`config.mk`:
```
export PLATFORM = sky130hd
export DESIGN_NAME = cache_control
export DESIGN_NICKNAME = d
export VERILOG_FILES = /design/src/rtl/cache_control.sv
export SDC_FILE = /design/constraint.sdc
export NUM_CORES = 1
export LEC_CHECK = 0
export ABC_AREA = 1
export CAP_MARGIN = 20
export CORE_MARGIN = 2
export CORE_UTILIZATION = 31
export DETAILED_ROUTE_END_ITERATION = 12
export HOLD_SLACK_MARGIN = 0.03
export PLACE_DENSITY = 0.91
export SYNTH_ARGS = -nofsm -noshare
export SYNTH_HDL_FRONTEND = slang
export SYNTH_SLANG_ARGS = --single-unit
export TNS_END_PERCENT = 50
```
`constraint.sdc`:
```
create_clock -name clk -period 2.5 [get_ports clk]
set_input_delay 0.375 -clock clk [delete_from_list [all_inputs] [get_ports clk]]
set_output_delay 0.375 -clock clk [all_outputs]
set_load 0.02 [all_outputs]
```
`src/rtl/cache_control.sv`:
```
// Purpose: cache controller FSM for hit/miss handling, victim writeback and line refill, with optional perf counters.
// Latency: a hit answers (mem_resp) in the cycle after the request is sampled; a miss adds writeback and refill time.
// Backpressure: CPU holds mem_read/mem_write until mem_resp; pmem_read/pmem_write are held until pmem_resp.
// Optional feature: define CACHE_CONTROL_PERF_CNT_EN to build the hit/miss/writeback counters.
module cache_control #(
  parameter int CNT_WIDTH = 32
) (
  input  logic                 clk,
  input  logic                 rst,
  input  logic                 mem_read,
  input  logic                 mem_write,
  output logic                 mem_resp,
  output logic                 pmem_read,
  output logic                 pmem_write,
  input  logic                 pmem_resp,
  input  logic                 in_cache,
  input  logic                 dirty_overwrite,
  output logic                 cache_write,
  output logic                 cache_read,
  output logic                 from_processor,
  output logic                 lru_update,
  output logic                 miss_cache_read,
  output logic [CNT_WIDTH-1:0] hit_count,
  output logic [CNT_WIDTH-1:0] miss_count,
  output logic [CNT_WIDTH-1:0] wb_count
);

  typedef enum logic [1:0] {
    IDLE      = 2'd0,
    CHECK     = 2'd1,
    WRITEBACK = 2'd2,
    ALLOCATE  = 2'd3
  } state_t;

  state_t state;
  state_t state_nxt;
  logic   req;

  // A simultaneous read and write is handled as a write; either one is a live request.
  assign req = mem_read | mem_write;

  // State register; reset returns to IDLE immediately, which also zeroes every decoded output.
  always_ff @(posedge clk or negedge rst) begin
    if (!rst) begin
      state <= IDLE;
    end else begin
      state <= state_nxt;
    end
  end

  // Next-state and Moore/Mealy output decode.
  always_comb begin
    state_nxt       = state;
    mem_resp        = 1'b0;
    pmem_read       = 1'b0;
    pmem_write      = 1'b0;
    cache_write     = 1'b0;
    cache_read      = 1'b0;
    from_processor  = 1'b0;
    lru_update      = 1'b0;
    miss_cache_read = 1'b0;
    case (state)
      IDLE: begin
        if (req) begin
          state_nxt = CHECK;
        end
      end
      CHECK: begin
        cache_read = 1'b1;
        if (!req) begin
          state_nxt = IDLE;
        end else if (in_cache) begin
          mem_resp   = 1'b1;
          lru_update = 1'b1;
          if (mem_write) begin
            cache_write    = 1'b1;
            from_processor = 1'b1;
          end
          state_nxt = IDLE;
        end else begin
          miss_cache_read = 1'b1;
          state_nxt       = dirty_overwrite ? WRITEBACK : ALLOCATE;
        end
      end
      WRITEBACK: begin
        // The victim line stays selected while memory absorbs it.
        miss_cache_read = 1'b1;
        pmem_write      = 1'b1;
        if (pmem_resp) begin
          state_nxt = req ? ALLOCATE : IDLE;
        end
      end
      ALLOCATE: begin
        pmem_read = 1'b1;
        if (pmem_resp) begin
          // Fill the line from memory even if the CPU gave up; the data is valid.
          cache_write = 1'b1;
          state_nxt   = req ? CHECK : IDLE;
        end
      end
      default: begin
        state_nxt = IDLE;
      end
    endcase
  end

`ifdef CACHE_CONTROL_PERF_CNT_EN
  localparam logic [CNT_WIDTH-1:0] CNT_ONE = {{(CNT_WIDTH-1){1'b0}}, 1'b1};
  localparam logic [CNT_WIDTH-1:0] CNT_MAX = {CNT_WIDTH{1'b1}};

  logic refill;
  logic hit_evt;
  logic miss_evt;
  logic wb_evt;

  assign hit_evt  = (state == CHECK) && req && in_cache && !refill;
  assign miss_evt = (state == CHECK) && req && !in_cache;
  assign wb_evt   = (state == WRITEBACK) && pmem_resp;

  // Refill flag marks that the current request already missed, so its final hit is not counted.
  always_ff @(posedge clk or negedge rst) begin
    if (!rst) begin
      refill <= 1'b0;
    end else if (miss_evt) begin
      refill <= 1'b1;
    end else if ((state != IDLE) && (state_nxt == IDLE)) begin
      refill <= 1'b0;
    end
  end

  // Saturating performance counters.
  always_ff @(posedge clk or negedge rst) begin
    if (!rst) begin
      hit_count  <= '0;
      miss_count <= '0;
      wb_count   <= '0;
    end else begin
      if (hit_evt && (hit_count != CNT_MAX)) begin
        hit_count <= hit_count + CNT_ONE;
      end
      if (miss_evt && (miss_count != CNT_MAX)) begin
        miss_count <= miss_count + CNT_ONE;
      end
      if (wb_evt && (wb_count != CNT_MAX)) begin
        wb_count <= wb_count + CNT_ONE;
      end
    end
  end
`else
  assign hit_count  = '0;
  assign miss_count = '0;
  assign wb_count   = '0;
`endif

endmodule

```
Yosys cells after proc, flatten, opt, wreduce, memory -nomap -nowiden
Index checks and enable logic that the tools add are counted.

storage, ports and cells
  word-level logic and storage cells = 34
  bits of input ports = 7
  bits in registers = 2
  output and inout bits = 104

cells by class
  eq/ne operators = 6
  reductions and logical operators = 2
  multiplexer cells = 24
  bitwise gates (word level) = 1

operators with widths
  cell                count
  $mux 1              15
  $mux 2              6
  $pmux 2 s4          1
  $ne 2x2->1 const B  3
  $eq 2x2->1 const B  2
  $pmux 1 s2          2
  $reduce_and 3->1    1
  $eq 2x1->1 const B  1
  $logic_not 2->1     1
  $or 1x1->1          1

Longest topological paths before layout
Gate-level depths: netlist of run 1.

  depth in word-level cells = 4
  mapped depth = 8
  depth with buffers taken out = 8

Least setup slack after synthesis of run 1
No wires, ideal clock.

  path type = register to output
  start = register state[1]
  end = output port mem_resp
  stages on the path, launching flop included = 6
  arrival time = 1486 ps
  buffers on the path = 1
  required time = 2125 ps
  path slack = 639 ps
  cell sequence = dfrtp_1 -> inv_1 -> ha_1 -> nand2_1 -> nor2_1 -> buf_4

on the way
  longest elaborated chain between the ends = 2

RTL lines
  element                 RTL line  text
  from (decl)             35        state_t state;
  from (signal assigned)  47        state <= state_nxt;
  $eq 2x1->1              --
  $mux 1                  --
  to (decl)               12        output logic mem_resp,

Every way passes these cells.

Worst setup path in the final report of run 1
  start = register state[1]
  end = output port cache_write

on the way
  longest elaborated chain between the ends = 2
  elaborated cells between the ends (all ways) = 3
  classes of those cells = eq/ne: 2; mux: 1

RTL lines
  element                                   RTL line  text
  $eq 2x2->1 or $eq 2x1->1 (tied branches)  62        case (state)
  $pmux 1 s2 *                              62
  to (decl)                                 18        output logic cache_write,

Mark *: on every way between the ends. The rest lies on a longest branch, timed or not.

==> flow_summary_export.csv, run 1 <==
group,metric,value,unit
clock_network,cts_tree,"yes",
pwr,power,0.592,mW
sta,rsz0062_at_grt,"no",
worst_hold_path,min_path_type,"input pin to async pin",
placed_design,dp.cells,199,
floorplan,fp.coreArea,0.00310,mm2
worst_setup_path,cp-startpoint,"state[1]$_DFFE_PN0P_",
worst_setup_path,critPathMaxStageDelay,0.63,ns
worst_setup_path,worstPathCellList,"inv_1 > ha_1 > nand2_1 > o21ai_0 > clkdlybuf4s50_1",
final_layout,top_register,"state",
final_layout,area_delta_synth_final,-14.7,%
placed_design,hpwlAfterDp,1210,um
sta,drv_slew,0,
clock_network,clockRootBuffer,"clkbuf_4",
floorplan,row_count,20,
final_layout,reg_top3,"state (2)",
flow_run,max-cap-violations,0,
floorplan,chipHeight,61.7,um
worst_setup_path,r2r_cells,8,
worst_setup_path,crit_cells,5,
global_route,groute.usage.overall,0.0596,
logic_synthesis,ys_types,14,
drt,vias_per_cell,2.70,
worst_setup_path,crit_arrival,1.89,ns
logic_synthesis,synth_area_per_cell,7.22,um2
clock_network,clockBufferDepth,2,
global_route,antenna_found_initial,0,
worst_setup_path,endpoint_kind,"output port",
outcome,status,"finished, final reports clean",
clock_network,insertion_delay,0.22,ns
worst_setup_path,path_buf_inv,2,
logic_synthesis,synth_seq_cells,2,
worst_setup_path,cp_slowest_cell,"clkdlybuf4s50_1",
sta,hold_viol,0,
floorplan,start_util,0.333,
global_route,grt_overflow_total,0,
clock_network,cts-hold-fix-buffers,0,
sta,fmax,0.441,GHz
worst_setup_path,crit_fanout,5,
clock_network,cts_buffers,3,
placed_design,finalWeightedCongestion,0.701,
clock_network,htreeDepth,1,
drt,drt_iter0_drc,6,
clock_network,clock-sinks,2,
drt,vias,546,
final_layout,final_common_cell,"conb_1",
logic_synthesis,synth_cells,143,
sta,fin_crit_sh,0.907,
drt,dr.pass1.iters,3,
worst_setup_path,r2r_slack,1.15,ns
pwr,peakVddDrop,0.194,mV
final_layout,largest_register_ffs,2,
logic_synthesis,synth_warnings,0,
logic_synthesis,yosysSeqAreaShare,0.0485,
sta,fin_skew,0.00148,ns
worst_setup_path,rr_startpoint,"state[0]$_DFFE_PN0P_",
sta,setup_viol,0,
sta,min_period,2.27,ns
logic_synthesis,syn_area,0.00103,mm2
floorplan,ios,111,
final_layout,n_antenna_cell,0,
worst_setup_path,regToRegEndpoint,"state[0]$_DFFE_PN0P_",
drt,ant_nets,0,
global_route,grt_first_pass_wirelength,1500,um
placed_design,io_buffers,14,
drt,drc,0,
worst_setup_path,crit_required,2.12,ns
sta,fin_setup_tns,0,ns
final_layout,final_cell_mix,"conb_1, clkdlybuf4s50_1, nand2_1, inv_1, ha_1",
drt,drt-total-wl,1290,um
worst_setup_path,endpoint,"cache_write",
pwr,power_leakage,0.582,nW
global_route,grt_max_degree,6,
global_route,grt_pass1_vias,352,
floorplan,die_w,61.7,um
drt,routedWlPerCell,6.38,um
sta,whs,0.327,ns
final_layout,fin_cells,202,
floorplan,dieArea,0.00381,mm2
final_layout,nets,173,
clock_network,clk_pin_slew,0.03,ns
final_layout,drive_above_1_share,0.0696,
pwr,power_density,672,mW/mm2
worst_setup_path,critical_path_class,"flop to output port",
worst_setup_path,critPathLaunchType,"flop",
worst_setup_path,cp_top_family,"buffers and inverters",
[cell usage after synthesis (all sizes together)]
library cell,n,share of area
buf,97,0.71
nand2,12,0.051
inv,11,0.040
nor2,9,0.052
ha,6,0.073
nand3,3,0.015
dfrtp,2,0.048
a21boi,1,0.0073
conb,1,0.0036
o21ai,1,0.0048
[kinds of logic after synthesis]
group,synth area share
other,0.00363
AO/OA/AOI/OAI,0.0121
flip-flops,0.0485
AND/OR/NAND/NOR,0.118
adder cells (fa/ha/maj),0.0727
buffers and inverters,0.745
[timing repair]
| action | in CTS | in global routing |
|---|---|---|
| resized for setup | 0 | 1 |
| hold endpoints to repair | 0 | 0 |
| setup buffers | 0 | 0 |
| endpoints found under the setup margin | 0 | 1 |
[worst min path at each step]
stage / startpoint / endpoint / slack [ns] / cells past startpoint
floorplan: rst / state[0]$_DFFE_PN0P_ / 0.08 / 0
global placement: state[1]$_DFFE_PN0P_ / state[1]$_DFFE_PN0P_ / 0.54 / 2
detailed placement: rst / state[0]$_DFFE_PN0P_ / 0.56 / 1
CTS: rst / state[1]$_DFFE_PN0P_ / 0.32 / 1
global route: rst / state[1]$_DFFE_PN0P_ / 0.32 / 1
finish: rst / state[1]$_DFFE_PN0P_ / 0.33 / 1
[worst reg2reg max path: stages (launching register included)]
cell and delay [ns]:
dfrtp_1 0.41, inv_1 0.11, ha_1 0.26, nor2_2 0.13
nor2_2 0.05, nor2_4 0.13, inv_2 0.04, nand2_1 0.05
nand2_1 0.05
[metal layers]
| layer | wire length, um | part of all wire | up-vias | global-route usage |
|---|---|---|---|---|
| met4 | 0 | 0 | 0 | 0.0274 |
| met3 | 290 | 0.22 | 0 | 0.0600 |
| li1 | - | - | 261 | - |
| met2 | 564 | 0.44 | 62 | 0.0812 |
| met5 | 0 | 0 | - | 0 |
| met1 | 434 | 0.34 | 223 | 0.0599 |
[stage by stage]
stage	utilization	area (um2)	setup WS [ns]
global placement	0.276	856	0.256
finish	0.284	881	0.232
floorplan	-	1390	0.639
CTS	0.283	878	0.0725
detailed placement	0.276	856	0.276
global route	0.284	881	0.0511
[where the power goes]
| group | internal [mW] | switching, mW |
|---|---|---|
| sequential | 0.0470 | 0.0187 |
| clock | 0.0530 | 0.0183 |
| combinational | 0.141 | 0.314 |
| total | 0.241 | 0.351 |
[area by class of cell]
cell class / count / area (um2)
Fill cell: 351 / 2220
Multi-Input combinational cell: 128 / 569
Timing Repair Buffer: 14 / 143
Tap cell: 44 / 55.1
Sequential cell: 2 / 50.0
Inverter: 11 / 41.3
Clock buffer: 3 / 22.5
Power figures use the tool's default switching activity.
==> inputs of run 2 (changes only) <==
--- a/config.mk
+++ b/config.mk
@@ -12,6 +12,7 @@
 export DETAILED_ROUTE_END_ITERATION = 12
 export HOLD_SLACK_MARGIN = 0.03
 export PLACE_DENSITY = 0.91
+export REMOVE_ABC_BUFFERS = 1
 export SYNTH_ARGS = -nofsm -noshare
 export SYNTH_HDL_FRONTEND = slang
 export SYNTH_SLANG_ARGS = --single-unit
==> run 2 against run 1 <==
Wire length is 4.9% lower. First-iteration DRC count fell by 50%. Power shrank 0.92%. Count of clock-buffer cells in the layout unchanged. Hold slack worse by 0.0069 ns. Sequential cell count did not move. Final cell count stayed put. Largest cell class unchanged.
==> flow_summary_export.csv, run 2 (same netlist as run 1, synthesis figures left out) <==
group,metric,value,unit
outcome,status,"finished, final reports clean",
global_route,grt_first_pass_wirelength,1310,um
floorplan,die_w,61.7,um
worst_setup_path,crit_required,2.12,ns
flow_run,max-cap-violations,0,
floorplan,dieArea,0.00381,mm2
sta,whs,0.320,ns
worst_setup_path,cp_slowest_cell,"clkdlybuf4s50_1",
sta,fin_ws,0.175,ns
placed_design,dp.cells,199,
sta,fin_skew,0.000571,ns
worst_setup_path,path_buf_inv,3,
placed_design,dpl_cell_area,856,um2
worst_setup_path,crit_arrival,1.95,ns
final_layout,area_delta_synth_final,-14.9,%
clock_network,cts_tree,"yes",
drt,vias,546,
global_route,grt_max_degree,6,
worst_setup_path,critPathLaunchType,"flop",
floorplan,chipHeight,61.7,um
sta,fin_crit_sh,0.930,
drt,drt_iter0_drc,3,
global_route,grt_overflow_total,0,
sta,setup_viol,0,
global_route,groute.usage.overall,0.0511,
drt,drt-total-wl,1230,um
pwr,power_leakage,0.565,nW
final_layout,postLayoutCellArea,878,um2
sta,fmax,0.430,GHz
final_layout,drive_above_1_share,0.0696,
worst_setup_path,crit_fanout,5,
pwr,internal_power,0.242,mW
drt,ant_nets,0,
final_layout,reg_top3,"state (2)",
worst_setup_path,critical_path.most_common_cell,"inv_1",
final_layout,nets,173,
final_layout,fin_cells,202,
worst_setup_path,cp_top_family,"buffers and inverters",
clock_network,htreeDepth,1,
floorplan,ios,111,
pwr,power_frac_seq,0.113,
drt,drc,0,
global_route,grt_pass1_vias,342,
sta,hold_viol,0,
final_layout,final_cell_mix,"conb_1, clkdlybuf4s50_1, nand2_1, inv_1, ha_1",
sta,drv_slew,0,
pwr,peakVddDrop,0.111,mV
global_route,antenna_found_initial,0,
drt,routedWlPerCell,6.07,um
clock_network,clockRootBuffer,"clkbuf_4",
drt,vias_per_cell,2.70,
clock_network,cts_resized,0,
final_layout,largest_register_ffs,2,
final_layout,n_antenna_cell,0,
placed_design,io_buffers,14,
pwr,clkPwrFrac,0.121,
clock_network,cts-hold-fix-buffers,0,
placed_design,finalWeightedCongestion,0.764,
clock_network,insertion_delay,0.22,ns
floorplan,fp.coreArea,0.00310,mm2
worst_setup_path,endpoint_kind,"output port",
drt,dr.pass1.iters,3,
sta,min_period,2.32,ns
pwr,switching_power,0.344,mW
worst_setup_path,rr_startpoint,"state[0]$_DFFE_PN0P_",
worst_setup_path,critPathMaxStageDelay,0.62,ns
clock_network,clk_pin_slew,0.03,ns
worst_setup_path,worstPathCellList,"inv_1 > ha_1 > inv_1 > nor2_1 > nand2_1 > a21boi_1 > clkdlybuf4s50_1",
floorplan,start_util,0.333,
worst_hold_path,min_path_type,"input pin to async pin",
placed_design,dpl_worst_slack,0.281,ns
floorplan,row_count,20,
clock_network,post_cts_buffers,0,
worst_setup_path,critical_path_class,"flop to output port",
worst_setup_path,cp-startpoint,"state[1]$_DFFE_PN0P_",
sta,fin_setup_tns,0,ns
pwr,power_density,668,mW/mm2
final_layout,top_register,"state",
final_layout,final_common_cell,"conb_1",
pwr,comb_power_share,0.766,
pwr,p_sw_frac,0.587,
placed_design,hpwlAfterDp,1180,um
sta,rsz0062_at_grt,"no",
clock_network,clock-sinks,2,
clock_network,clockBufferDepth,2,
clock_network,cts_buffers,3,
-- run 2: changes by cell type in the layout (fill, tap and decap cells not counted) --
| cell | before | now |
|---|---|---|
| dlymetal6s2s_1 | 1 | 0 |
| clkdlybuf4s50_1 | 13 | 14 |
-- run 2: cell type report --
class / instances / area (um2)
Fill cell: 355 / 2220
Multi-Input combinational cell: 128 / 569
Timing Repair Buffer: 14 / 140
Tap cell: 44 / 55.1
Sequential cell: 2 / 50.0
Inverter: 11 / 41.3
Clock buffer: 3 / 22.5
-- run 2: through the flow --
stage          total power [mW]  utilization
2_1_floorplan             0.397            -
3_3_place_gp              0.507        0.276
3_5_place_dp              0.522        0.276
4_1_cts                   0.600        0.283
5_1_grt                   0.646        0.283
6_report                  0.586        0.283
-- run 2: routing by layer --
metal | up-vias | global-route usage | wire, um
li1 | 261 | - | -
met1 | 226 | 0.0362 | 312
met2 | 59 | 0.102 | 695
met3 | 0 | 0.0228 | 218
met4 | 0 | 0.0365 | 0
met5 | - | 0 | 0
-- run 2: final timing paths --
check	to	slack [ns]	depth (start not counted)
setup / recovery	miss_cache_read	0.18	7
hold / removal	state[1]$_DFFE_PN0P_	0.32	1
setup reg to reg	state[1]$_DFFE_PN0P_	1.18	8
hold reg to reg	state[1]$_DFFE_PN0P_	0.57	2
max in group asynchronous	state[0]$_DFFE_PN0P_	2.06	1
min in group clk	state[1]$_DFFE_PN0P_	0.57	2
-- run 2: power groups by stage --
stage | sequential [mW] | clock [mW] | combinational, mW
floorplan | 0.0621 | 0 | 0.335
global placement | 0.0647 | 0 | 0.442
detailed placement | 0.0673 | 0 | 0.455
CTS | 0.0669 | 0.0775 | 0.455
global route | 0.0704 | 0.0784 | 0.497
finish | 0.0663 | 0.0712 | 0.449
==> inputs of run 3 (changes only) <==
--- a/config.mk
+++ b/config.mk
@@ -13,6 +13,7 @@
 export HOLD_SLACK_MARGIN = 0.03
 export PLACE_DENSITY = 0.91
 export REMOVE_ABC_BUFFERS = 1
+export SLEW_MARGIN = 15
 export SYNTH_ARGS = -nofsm -noshare
 export SYNTH_HDL_FRONTEND = slang
 export SYNTH_SLANG_ARGS = --single-unit
==> results of run 3 <==
Final layout, timing and power as in run 2 (identical DEF).
